**src/rtl/usb_rx_buffer_if.sv**
```systemverilog
// Receive-buffer handshake bundle: host-side push port, FT245-style read port,
// and status/flag outputs.
interface usb_rx_buffer_if #(
    parameter int DATA_WIDTH = 8,
    parameter int ADDR_WIDTH = 4
);
    logic                  wr_i;
    logic [DATA_WIDTH-1:0] wdata_i;
    logic                  full_o;
    logic                  afull_o;
    logic                  rd_i;
    logic                  rxf_o;
    logic [DATA_WIDTH-1:0] data_o;
    logic [ADDR_WIDTH:0]   level_o;
    logic                  ovf_o;
    logic                  unf_o;
    logic                  clr_flags_i;

    modport master (
        output wr_i, wdata_i, rd_i, clr_flags_i,
        input  full_o, afull_o, rxf_o, data_o, level_o, ovf_o, unf_o
    );

    modport slave (
        input  wr_i, wdata_i, rd_i, clr_flags_i,
        output full_o, afull_o, rxf_o, data_o, level_o, ovf_o, unf_o
    );
endinterface

```
**src/rtl/usb_rx_buffer.sv**
```systemverilog
// Circular receive buffer between the USB host-data source and the command
// decoder, drained through an FT245-style rxf/rd handshake with read turnaround.
module usb_rx_buffer #(
    parameter int DATA_WIDTH    = 8,
    parameter int ADDR_WIDTH    = 4,
    parameter int AFULL_LEVEL   = 12,
    parameter int RD_TURNAROUND = 1
) (
    input  logic            clk_i,
    input  logic            rst_i,
    usb_rx_buffer_if.slave  bus
);
    localparam int unsigned         DEPTH   = 2 ** ADDR_WIDTH;
    localparam logic [ADDR_WIDTH:0] DEPTH_C = (ADDR_WIDTH + 1)'(DEPTH);
    localparam logic [ADDR_WIDTH:0] AFULL_C = (ADDR_WIDTH + 1)'(AFULL_LEVEL);
    localparam logic [3:0]          TURN_C  = 4'(RD_TURNAROUND);

    logic [DATA_WIDTH-1:0] mem [DEPTH];
    logic [ADDR_WIDTH-1:0] wptr;
    logic [ADDR_WIDTH-1:0] rptr;
    logic [ADDR_WIDTH:0]   count;
    logic [3:0]            tcnt;
    logic [DATA_WIDTH-1:0] data_q;
    logic                  ovf_q;
    logic                  unf_q;

    logic full;
    logic rxf;
    logic wr_acc;
    logic rd_acc;

    // Acceptance is judged on pre-edge count, so a write at full is dropped
    // even when a read frees a slot on the same edge.
    always_comb begin
        full   = (count == DEPTH_C);
        rxf    = (count != '0) && (tcnt == '0);
        wr_acc = bus.wr_i && !full;
        rd_acc = bus.rd_i && rxf;
    end

    always_ff @(posedge clk_i) begin
        if (!rst_i && wr_acc) begin
            mem[wptr] <= bus.wdata_i;
        end
    end

    always_ff @(posedge clk_i) begin
        if (rst_i) begin
            wptr   <= '0;
            rptr   <= '0;
            count  <= '0;
            tcnt   <= '0;
            data_q <= '0;
            ovf_q  <= 1'b0;
            unf_q  <= 1'b0;
        end else begin
            if (wr_acc) begin
                wptr <= wptr + 1'b1;
            end

            if (rd_acc) begin
                data_q <= mem[rptr];
                rptr   <= rptr + 1'b1;
                tcnt   <= TURN_C;
            end else if (tcnt != '0) begin
                tcnt <= tcnt - 1'b1;
            end

            case ({wr_acc, rd_acc})
                2'b10:   count <= count + 1'b1;
                2'b01:   count <= count - 1'b1;
                default: count <= count;
            endcase

            // Set events take priority over a simultaneous clear.
            if (bus.wr_i && !wr_acc) begin
                ovf_q <= 1'b1;
            end else if (bus.clr_flags_i) begin
                ovf_q <= 1'b0;
            end

            if (bus.rd_i && !rxf) begin
                unf_q <= 1'b1;
            end else if (bus.clr_flags_i) begin
                unf_q <= 1'b0;
            end
        end
    end

    assign bus.full_o  = full;
    assign bus.afull_o = (count >= AFULL_C);
    assign bus.rxf_o   = rxf;
    assign bus.data_o  = data_q;
    assign bus.level_o = count;
    assign bus.ovf_o   = ovf_q;
    assign bus.unf_o   = unf_q;
endmodule

```
**src/flat_wrapper.sv**
```systemverilog
// flat-port wrapper written by rule: the top's interface ports become plain ports
module usb_rx_buffer_flat 
#(
    parameter int DATA_WIDTH    = 8,
    parameter int ADDR_WIDTH    = 4,
    parameter int AFULL_LEVEL   = 12,
    parameter int RD_TURNAROUND = 1
)
  (clk_i, rst_i, bus_wr_i, bus_wdata_i, bus_rd_i, bus_clr_flags_i, bus_full_o, bus_afull_o, bus_rxf_o, bus_data_o, bus_level_o, bus_ovf_o, bus_unf_o);
  usb_rx_buffer_if #(.DATA_WIDTH(DATA_WIDTH), .ADDR_WIDTH(ADDR_WIDTH)) bus_i ();
  input  logic clk_i;
  input  logic rst_i;
  input wire logic [$bits(bus_i.wr_i)-1:0] bus_wr_i;
  input wire logic [$bits(bus_i.wdata_i)-1:0] bus_wdata_i;
  input wire logic [$bits(bus_i.rd_i)-1:0] bus_rd_i;
  input wire logic [$bits(bus_i.clr_flags_i)-1:0] bus_clr_flags_i;
  output wire logic [$bits(bus_i.full_o)-1:0] bus_full_o;
  output wire logic [$bits(bus_i.afull_o)-1:0] bus_afull_o;
  output wire logic [$bits(bus_i.rxf_o)-1:0] bus_rxf_o;
  output wire logic [$bits(bus_i.data_o)-1:0] bus_data_o;
  output wire logic [$bits(bus_i.level_o)-1:0] bus_level_o;
  output wire logic [$bits(bus_i.ovf_o)-1:0] bus_ovf_o;
  output wire logic [$bits(bus_i.unf_o)-1:0] bus_unf_o;
  assign bus_i.wr_i = bus_wr_i;
  assign bus_i.wdata_i = bus_wdata_i;
  assign bus_i.rd_i = bus_rd_i;
  assign bus_i.clr_flags_i = bus_clr_flags_i;
  assign bus_full_o = bus_i.full_o;
  assign bus_afull_o = bus_i.afull_o;
  assign bus_rxf_o = bus_i.rxf_o;
  assign bus_data_o = bus_i.data_o;
  assign bus_level_o = bus_i.level_o;
  assign bus_ovf_o = bus_i.ovf_o;
  assign bus_unf_o = bus_i.unf_o;
  usb_rx_buffer #(.DATA_WIDTH(DATA_WIDTH), .ADDR_WIDTH(ADDR_WIDTH), .AFULL_LEVEL(AFULL_LEVEL), .RD_TURNAROUND(RD_TURNAROUND)) u_core (.clk_i(clk_i), .rst_i(rst_i), .bus(bus_i));
endmodule
```
**config.mk**
```make
export PLATFORM = sky130hd
export DESIGN_NAME = usb_rx_buffer_flat
export DESIGN_NICKNAME = d
export VERILOG_FILES = /design/src/rtl/usb_rx_buffer_if.sv /design/src/rtl/usb_rx_buffer.sv /design/src/flat_wrapper.sv
export SDC_FILE = /design/constraint.sdc
export NUM_CORES = 1
export LEC_CHECK = 0
export CAP_MARGIN = 30
export CELL_PAD_IN_SITES_DETAIL_PLACEMENT = 1
export CELL_PAD_IN_SITES_GLOBAL_PLACEMENT = 2
export CORE_MARGIN = 5
export CORE_UTILIZATION = 44
export CTS_CLUSTER_DIAMETER = 80
export DETAILED_ROUTE_END_ITERATION = 8
export GPL_TIMING_DRIVEN = 1
export PLACE_DENSITY_LB_ADDON = 0.1
export SETUP_SLACK_MARGIN = 0.02
export SLEW_MARGIN = 5
export SYNTH_ARGS = -nofsm -noshare
export SYNTH_HDL_FRONTEND = slang
export SYNTH_SLANG_ARGS = --single-unit
```
**constraint.sdc**
```tcl
create_clock -name clk_i -period 4.52 [get_ports clk_i]
set_clock_uncertainty 0.2 [all_clocks]
set_input_delay 0.904 -clock clk_i [delete_from_list [all_inputs] [get_ports clk_i]]
set_output_delay 0.904 -clock clk_i [all_outputs]
set_load 0.05 [all_outputs]
```
==> results of run 1 <==
[sequential cells by signal, indices dropped and copies added (netlist names)]
register	flops
u_core.bus.data_o	8
u_core.bus.level_o	5
u_core.bus.ovf_o	1
u_core.bus.unf_o	1
u_core.mem	128
u_core.rptr	4
u_core.tcnt	4
u_core.wptr	4
[where the power goes]
part / switching (W) / internal [W]
Clock: 0.000565 / 0.000813
Combinational: 0.000541 / 0.000378
Sequential: 0.0000741 / 0.00162
Total: 0.00118 / 0.00281
[final cells by class]
class	count	area [sq um]
flip-flops and latches	155	4385
fillers	1375	6927
multi-input cells	219	1841
clock buffers	18	429.2
clock inverters	13	143.9
repair buffers	40	382.9
well taps	184	230.2
inverters	8	30.03
[Yosys cell counts (5+ instances only)]
master | count | area (sq um)
buf_2 | 6 | 30.03
clkbuf_1 | 10 | 37.54
a211oi_1 | 8 | 60.06
edfxtp_1 | 128 | 3844
mux4_2 | 16 | 360.4
nand3b_1 | 5 | 37.54
nor2b_1 | 5 | 31.28
o22ai_1 | 17 | 106.4
a311oi_2 | 8 | 120.1
nor2_1 | 46 | 172.7
a21oi_1 | 6 | 30.03
xor2_1 | 7 | 61.31
ha_1 | 10 | 125.1
dfxtp_1 | 27 | 540.5
xnor2_1 | 5 | 43.79
mux2i_1 | 35 | 350.3
nand2_1 | 14 | 52.55
inv_1 | 8 | 30.03
[per-layer routing]
metal / share of wire [%] / GRT usage [%] / vias to the layer above
met3: 4.0 / 3.862 / 14
met1: 46 / 23.09 / 1759
met5: 0 / 0 / -
li1: - / - / 1641
met2: 49 / 27.64 / 56
met4: 1.2 / 5.808 / 0
[final timing paths]
kind / slack [ns] / from / end / cells past startpoint
max reg2reg: 1.22 / u_core.bus.level_o[2] / u_core.bus.level_o[4] / 9
min reg2reg: 0.34 / u_core.bus.data_o[7] / u_core.bus.data_o[7] / 2
min: 0.34 / u_core.bus.data_o[7] / u_core.bus.data_o[7] / 2
max: 0.96 / u_core.bus.level_o[2] / bus_rxf_o / 4
[per-stage QoR]
stage	hold WS (ns)	instance area (sq um)	utilization, %
finish	0.3359	7442	51.79
CTS	0.3389	7427	51.69
global route	0.3634	7442	51.79
global placement	0.3340	6854	47.70
floorplan	0.3002	6379	-
detailed placement	0.3304	6854	47.70
[cell families (layout without fill, tap and decap cells)]
kind of cell | count (synthesis) | after routing | share of synthesized area (%)
simple gates | 92 | 92 | 7.081
mux | 53 | 53 | 11.49
fa+ha+maj | 10 | 10 | 1.962
compound gates | 52 | 52 | 6.670
buf+inv | 30 | 79 | 2.413
xor+xnor | 12 | 12 | 1.648
flops | 155 | 155 | 68.73
[critical path, stage by stage, from the launching register on]
cell and delay, ns:
dfxtp_1 0.43, or4_4 0.60, o21ai_0 0.24, inv_1 0.06
clkdlybuf4s50_1 0.70
==> flow_summary.json, run 1 <==
{
  "holdBufCountCts": 0,
  "worst_setup_path_end_kind": "primary output",
  "hp-class": "flop to flop",
  "wl_microns": 13400,
  "firstDrtPassIters": 4,
  "synth_warnings": 0,
  "routabilityCongestion": 0.7642,
  "setup_viol": 0,
  "grt_pass1_vias": 3621,
  "place_ws_ns": 0.5453,
  "syn_inst": 404,
  "synth_seq_cells": 155,
  "ios": 31,
  "max_freq_mhz": 280.6,
  "syn-num-nets": 427,
  "leakagePower_nw": 2.360,
  "rsz0062_at_grt": "no",
  "cts_made_buffers": 17,
  "port-buffer-count": 30,
  "vias": 3470,
  "final_common_cell": "edfxtp_1",
  "clk_pin_slew_worst_paths_ns": 0.06,
  "post-route-period-util_pct": 78.85,
  "synth_area_sq_um": 6379,
  "vias_per_cell": 5.447,
  "drv_slew": 0,
  "wl_per_cell_microns": 21.04,
  "final_cell_mix": "edfxtp_1, nor2_1, mux2i_1, clkdlybuf4s50_1, dfxtp_1",
  "yosysSeqAreaShare_pct": 68.73,
  "cts_sinks": 155,
  "htreeDepth": 4,
  "synthFlopType": "edfxtp_1",
  "avgSynthCellArea_sq_um": 15.79,
  "worst_slew_pin_slew_ns": 0.9447,
  "grt_pass1_wl_microns": 21070,
  "ant_nets": 0,
  "synth_edf_count": 128,
  "route.detailed.drc": 0,
  "insertion_delay_ns": 0.42,
  "drt-initial-drc-count": 228,
  "antenna_found_initial": 0,
  "peakVddDrop_uv": 249.6,
  "fin_setup_tns_ns": 0,
  "hold_violations": 0,
  "synth-async-reset-ratio_pct": 0,
  "p_per_area_nw_per_um2": 536.6,
  "cts_buffer_depth": 2,
  "fin_cells": 637,
  "core_sq_um": 14370,
  "dieArea_sq_um": 17000,
  "post_cts_resized": 0,
  "drive_gt1_share_pct": 16.56,
  "grt_max_degree": 30,
  "worst_slack_ns": 0.9561,
  "dp.final_hpwl_microns": 9118,
  "synthToLayoutAreaGrowth_pct": 16.67,
  "start_kind": "flop",
  "finalCriticalPeriod_ns": 3.564,
  "arrival_ns": 2.46,
  "maxCapViolations": 0,
  "yosysUniqueCellTypes": 44,
  "start_util_pct": 44.39,
  "finalPower_w": 0.003994,
  "crit_type": "flop to primary output",
  "cp.required_ns": 3.42,
  "root_buffer": "clkbuf_16",
  "outcome": "complete, no violations",
  "rows": 44,
  "slew_headroom_pct": 36.78,
  "track_usage_pct": 17.11,
  "fin_nets": 464,
  "overflow": 0,
  "placed_cells": 605,
  "postCtsSetupBuffers": 0,
  "die_h_microns": 130.4,
  "antenna_cells": 0,
  "die_w_microns": 130.4,
  "cts_tree": "yes",
  "cp_max_fo": 13
}
No activity file was read; power rests on OpenSTA's default activity.
==> inputs of run 2 (changes only) <==
--- a/config.mk
+++ b/config.mk
@@ -9,7 +9,7 @@
 export CELL_PAD_IN_SITES_DETAIL_PLACEMENT = 1
 export CELL_PAD_IN_SITES_GLOBAL_PLACEMENT = 2
 export CORE_MARGIN = 5
-export CORE_UTILIZATION = 44
+export CORE_UTILIZATION = 40
 export CTS_CLUSTER_DIAMETER = 80
 export DETAILED_ROUTE_END_ITERATION = 8
 export GPL_TIMING_DRIVEN = 1
==> constraint.sdc (replaced) <==
create_clock -name clk_i -period 3.2 [get_ports clk_i]
set_clock_uncertainty 0.2 [all_clocks]
set_input_delay 0.64 -clock clk_i [delete_from_list [all_inputs] [get_ports clk_i]]
set_output_delay 0.64 -clock clk_i [all_outputs]
set_load 0.05 [all_outputs]
==> flow_summary.json, run 2 (synthesized netlist as in run 1, its figures left out) <==
{
  "largest_reg_flops": 128,
  "arrival_ns": 2.10,
  "cts_tree": "yes",
  "maxCapViolations": 0,
  "fin_hold_ws_ns": 0.3371,
  "ios": 31,
  "dp.final_hpwl_microns": 9620,
  "ant_nets": 0,
  "routabilityCongestion": 0.7106,
  "clk_pin_slew_worst_paths_ns": 0.07,
  "slew_headroom_pct": 55.66,
  "start_kind": "flop",
  "cts_sinks": 155,
  "postCtsSetupBuffers": 0,
  "largest_register": "u_core.mem",
  "vias_per_cell": 5.206,
  "post_cts_resized": 1,
  "vias": 3582,
  "drt-initial-drc-count": 124,
  "rows": 46,
  "post-route-period-util_pct": 91.90,
  "max_freq_mhz": 340.0,
  "overflow": 0,
  "insertion_delay_ns": 0.43,
  "htreeDepth": 4,
  "wl_microns": 14150,
  "cp_max_fo": 13,
  "core_sq_um": 15770,
  "worst_slew_pin_slew_ns": 0.6630,
  "cts_buffer_depth": 2,
  "worst_setup_path_end_kind": "primary output",
  "leakagePower_nw": 2.476,
  "grt_max_degree": 30,
  "synthToLayoutAreaGrowth_pct": 20.03,
  "fill_cells": 1564,
  "rsz0062_at_grt": "no",
  "dieArea_sq_um": 18570,
  "grt_pass1_vias": 3763,
  "drive_gt1_share_pct": 21.82,
  "grt_pass1_wl_microns": 22230,
  "outcome": "complete, no violations",
  "die_w_microns": 136.3,
  "antenna_found_initial": 0,
  "port-buffer-count": 30,
  "crit_type": "flop to primary output",
  "peakVddDrop_uv": 357.9,
  "firstDrtPassIters": 4,
  "start_util_pct": 40.45,
  "setup_viol": 0,
  "holdBufCountCts": 0,
  "final_cell_mix": "edfxtp_1, nor2_1, mux2i_1, clkdlybuf4s50_1, buf_4",
  "hold_violations": 0,
  "track_usage_pct": 16.42,
  "hp-class": "flop to flop",
  "cp.required_ns": 2.36,
  "wl_per_cell_microns": 20.57,
  "final_common_cell": "edfxtp_1",
  "finalPower_w": 0.005714,
  "finalCriticalPeriod_ns": 2.941,
  "cts_made_buffers": 17,
  "antenna_cells": 0,
  "p_per_area_nw_per_um2": 746.3,
  "fin_nets": 482,
  "route.detailed.drc": 0,
  "die_h_microns": 136.3,
  "drv_slew": 0,
  "root_buffer": "clkbuf_16"
}
-- run 2: cell count changes in the layout (fill, tap and decap cells not counted), moves of 2 or more --
cell	previous run	this run
ha_1	10	8
buf_4	9	28
inv_8	0	4
clkdlybuf4s50_1	30	28
dfxtp_2	1	3
dfxtp_1	26	23
-- run 2: stage by stage --
stage	TNS, ns	cells	utilization [%]	area (sq um)	setup slack (ns)
2_1_floorplan	-0.02466	404	-	6417	-0.02466
3_3_place_gp	0	656	44.84	7072	0.1144
3_5_place_dp	0	656	44.84	7072	0.06348
4_1_cts	0	688	48.55	7656	0.2271
5_1_grt	0	688	48.55	7656	0.1556
6_report	0	688	48.55	7656	0.2592
-- run 2: final cells by class --
class | count | area [sq um] | area share [%]
Clock buffer | 17 | 425.4 | 5.556
Multi-Input combinational cell | 219 | 1859 | 24.28
Clock inverter | 15 | 160.2 | 2.092
Timing Repair Buffer | 58 | 519.2 | 6.782
Sequential cell | 155 | 4392 | 57.36
Inverter | 8 | 30.03 | 0.3922
Tap cell | 216 | 270.3 | 3.530
-- run 2: worst paths after layout --
| kind | from | endpoint | slack (ns) | depth (start not counted) |
|---|---|---|---|---|
| worst min-delay path | u_core.bus.data_o[3] | u_core.bus.data_o[3] | 0.34 | 2 |
| worst min register to register | u_core.bus.data_o[3] | u_core.bus.data_o[3] | 0.34 | 2 |
| worst max register to register | u_core.bus.level_o[2] | u_core.bus.level_o[4] | 0.26 | 9 |
| worst max-delay path | u_core.bus.level_o[2] | bus_full_o | 0.26 | 3 |
-- run 2: layer usage --
layer	wire length, microns	global-route usage, %	vias up
met1	6536	21.79	1847
met4	128	4.367	0
met3	532	4.589	11
li1	-	-	1670
met2	6952	26.69	54
met5	0	0	-
-- run 2: power breakdown --
part,internal (W),switching (W),total [W]
clock,0.00110,0.000887,0.00199
sequential,0.00229,0.0000969,0.00239
combinational,0.000540,0.000794,0.00133
-- run 2: worst max-delay path: stages (launching register included) --
cell           delay (ns)
dfxtp_2              0.38
or4_4                0.60
nor2_1               0.15
dlygate4sd2_1        0.55
==> inputs of run 3 (changes only) <==
--- a/config.mk
+++ b/config.mk
@@ -12,7 +12,7 @@
 export CORE_UTILIZATION = 40
 export CTS_CLUSTER_DIAMETER = 80
 export DETAILED_ROUTE_END_ITERATION = 8
-export GPL_TIMING_DRIVEN = 1
+export GPL_TIMING_DRIVEN = 0
 export PLACE_DENSITY_LB_ADDON = 0.1
 export SETUP_SLACK_MARGIN = 0.02
 export SLEW_MARGIN = 5
==> flow_summary.json, run 3 (synthesized netlist as in run 1, its figures left out) <==
{
  "cts_sinks": 155,
  "finalCriticalPeriod_ns": 3.066,
  "worst_setup_path_end_kind": "primary output",
  "critPathBufInv": 3,
  "antenna_found_initial": 0,
  "r2r_slack_ns": 0.14,
  "overflow": 0,
  "start_kind": "flop",
  "vias": 3628,
  "worstHoldStart": "u_core.bus.data_o[4]",
  "clk_pin_slew_worst_paths_ns": 0.06,
  "leakagePower_nw": 2.429,
  "core_sq_um": 15770,
  "whs_endpoint": "u_core.bus.data_o[4]",
  "die_h_microns": 136.3,
  "dieArea_sq_um": 18570,
  "final_cell_mix": "edfxtp_1, nor2_1, mux2i_1, clkdlybuf4s50_1, dfxtp_1",
  "cts_buffer_depth": 2,
  "track_usage_pct": 17.13,
  "antenna_cells": 0,
  "grt_max_degree": 17,
  "worstReg2RegStart": "u_core.bus.level_o[1]",
  "max_freq_mhz": 326.2,
  "die_w_microns": 136.3,
  "drt-initial-drc-count": 174,
  "routabilityCongestion": 0.7414,
  "ios": 31,
  "final_common_cell": "edfxtp_1",
  "largest_register": "u_core.mem",
  "crit_chain": "clkbuf_1, inv_1, nand2_1, clkdlybuf4s50_1",
  "largest_reg_flops": 128,
  "fin_setup_tns_ns": 0,
  "drive_gt1_share_pct": 18.94,
  "firstDrtPassIters": 4,
  "maxCapViolations": 0,
  "postLayoutCoreUtil_pct": 48.27,
  "wl_microns": 15110,
  "outcome": "complete, no violations",
  "hold_violations": 0,
  "slew_headroom_pct": 37.15,
  "fin_nets": 480,
  "cp_max_fo": 7,
  "start_util_pct": 40.45,
  "port-buffer-count": 30,
  "htreeDepth": 4,
  "insertion_delay_ns": 0.43,
  "finalPower_w": 0.005770,
  "p_per_area_nw_per_um2": 758.0,
  "vias_per_cell": 5.289,
  "reg2reg_depth": 11,
  "cts_tree": "yes",
  "cp.required_ns": 2.36,
  "crit_type": "flop to primary output",
  "fill_cells": 1561,
  "critical-path-top-delay-family": "buffers and inverters",
  "slowest_delay_ns": 0.80,
  "reg2reg_to": "u_core.bus.level_o[4]",
  "grt_pass1_wl_microns": 22820,
  "arrival_ns": 2.23,
  "min_path_cells": 2,
  "wl_per_cell_microns": 22.02,
  "synthToLayoutAreaGrowth_pct": 19.34,
  "peakVddDrop_uv": 447.0,
  "route.detailed.drc": 0,
  "cts_made_buffers": 17,
  "dp.final_hpwl_microns": 10330,
  "ant_nets": 0,
  "crit_path_top_delay_cell": "clkdlybuf4s50_1",
  "worst_slew_pin_slew_ns": 0.9393,
  "post-route-period-util_pct": 95.81,
  "rsz0062_at_grt": "yes",
  "root_buffer": "clkbuf_16",
  "setup_viol": 0,
  "drv_slew": 0,
  "rows": 46,
  "grt_pass1_vias": 3725,
  "hp-class": "flop to flop"
}
==> run 3: report_power, final <==
part | total, W | internal [W] | leakage [nW] | switching, W
clock network | 0.00192 | 0.00113 | 0.274 | 0.000790
registers | 0.00238 | 0.00230 | 1.37 | 0.0000835
logic | 0.00147 | 0.000604 | 0.780 | 0.000863
==> run 3: cell type report <==
type / count / area [sq um] / share of cell area (%)
repair buffers: 36 / 342.8 / 4.504
inverters: 8 / 30.03 / 0.3945
clock buffers: 18 / 429.2 / 5.638
well taps: 216 / 270.3 / 3.550
flip-flops and latches: 155 / 4390 / 57.68
clock inverters: 14 / 128.9 / 1.693
multi-input cells: 219 / 1908 / 25.07
plain buffers: 20 / 112.6 / 1.479
==> run 3: worst max path at each step <==
stage / to / start / cells after the start
floorplan: u_core.bus.level_o[4] / u_core.bus.level_o[1] / 13
finish: bus_afull_o / u_core.bus.level_o[4] / 4
detailed placement: u_core.bus.level_o[4] / bus_wr_i / 11
global placement: u_core.bus.level_o[4] / bus_wr_i / 11
CTS: u_core.bus.level_o[4] / u_core.bus.level_o[1] / 12
global route: bus_afull_o / u_core.bus.level_o[4] / 4
==> run 3: routing by layer <==
metal	GRT usage (%)	wire, microns	part of all wire, %
met1	22.74	6766	45
met2	28.04	7461	49
met3	3.849	636	4.2
met4	5.543	242	1.6
met5	0	0	0
==> run 3: repair_timing <==
item | CTS | global route
gates cloned | 0 | 0
setup endpoints to repair | 5 | 1
hold buffers | 0 | 0
pin swaps | 2 | 3
buffers inserted | 3 | 3
resized for setup | 4 | 8
==> run 3: worst reg2reg max path, cell delays in order (launching register included) <==
cell and delay [ns]:
dfxtp_4 0.34, buf_6 0.13, or4_4 0.56, o211a_4 0.28
ha_4 0.16, clkbuf_8 0.15, xor2_2 0.15, ha_2 0.20
a21oi_4 0.04, nand4b_1 0.20, a31oi_2 0.22, mux2_4 0.31
==> run 3: stage by stage <==
stage / area, sq um / instances / hold slack [ns] / worst slack [ns]
after detailed placement: 6988 / 650 / 0.3317 / -0.5881
after global routing: 7612 / 686 / 0.3613 / 0.007165
after CTS: 7561 / 684 / 0.3400 / 0.06508
final: 7612 / 686 / 0.3358 / 0.1341
after floorplan: 6417 / 404 / 0.3002 / -0.02466
after global placement: 6988 / 650 / 0.3289 / -0.5242
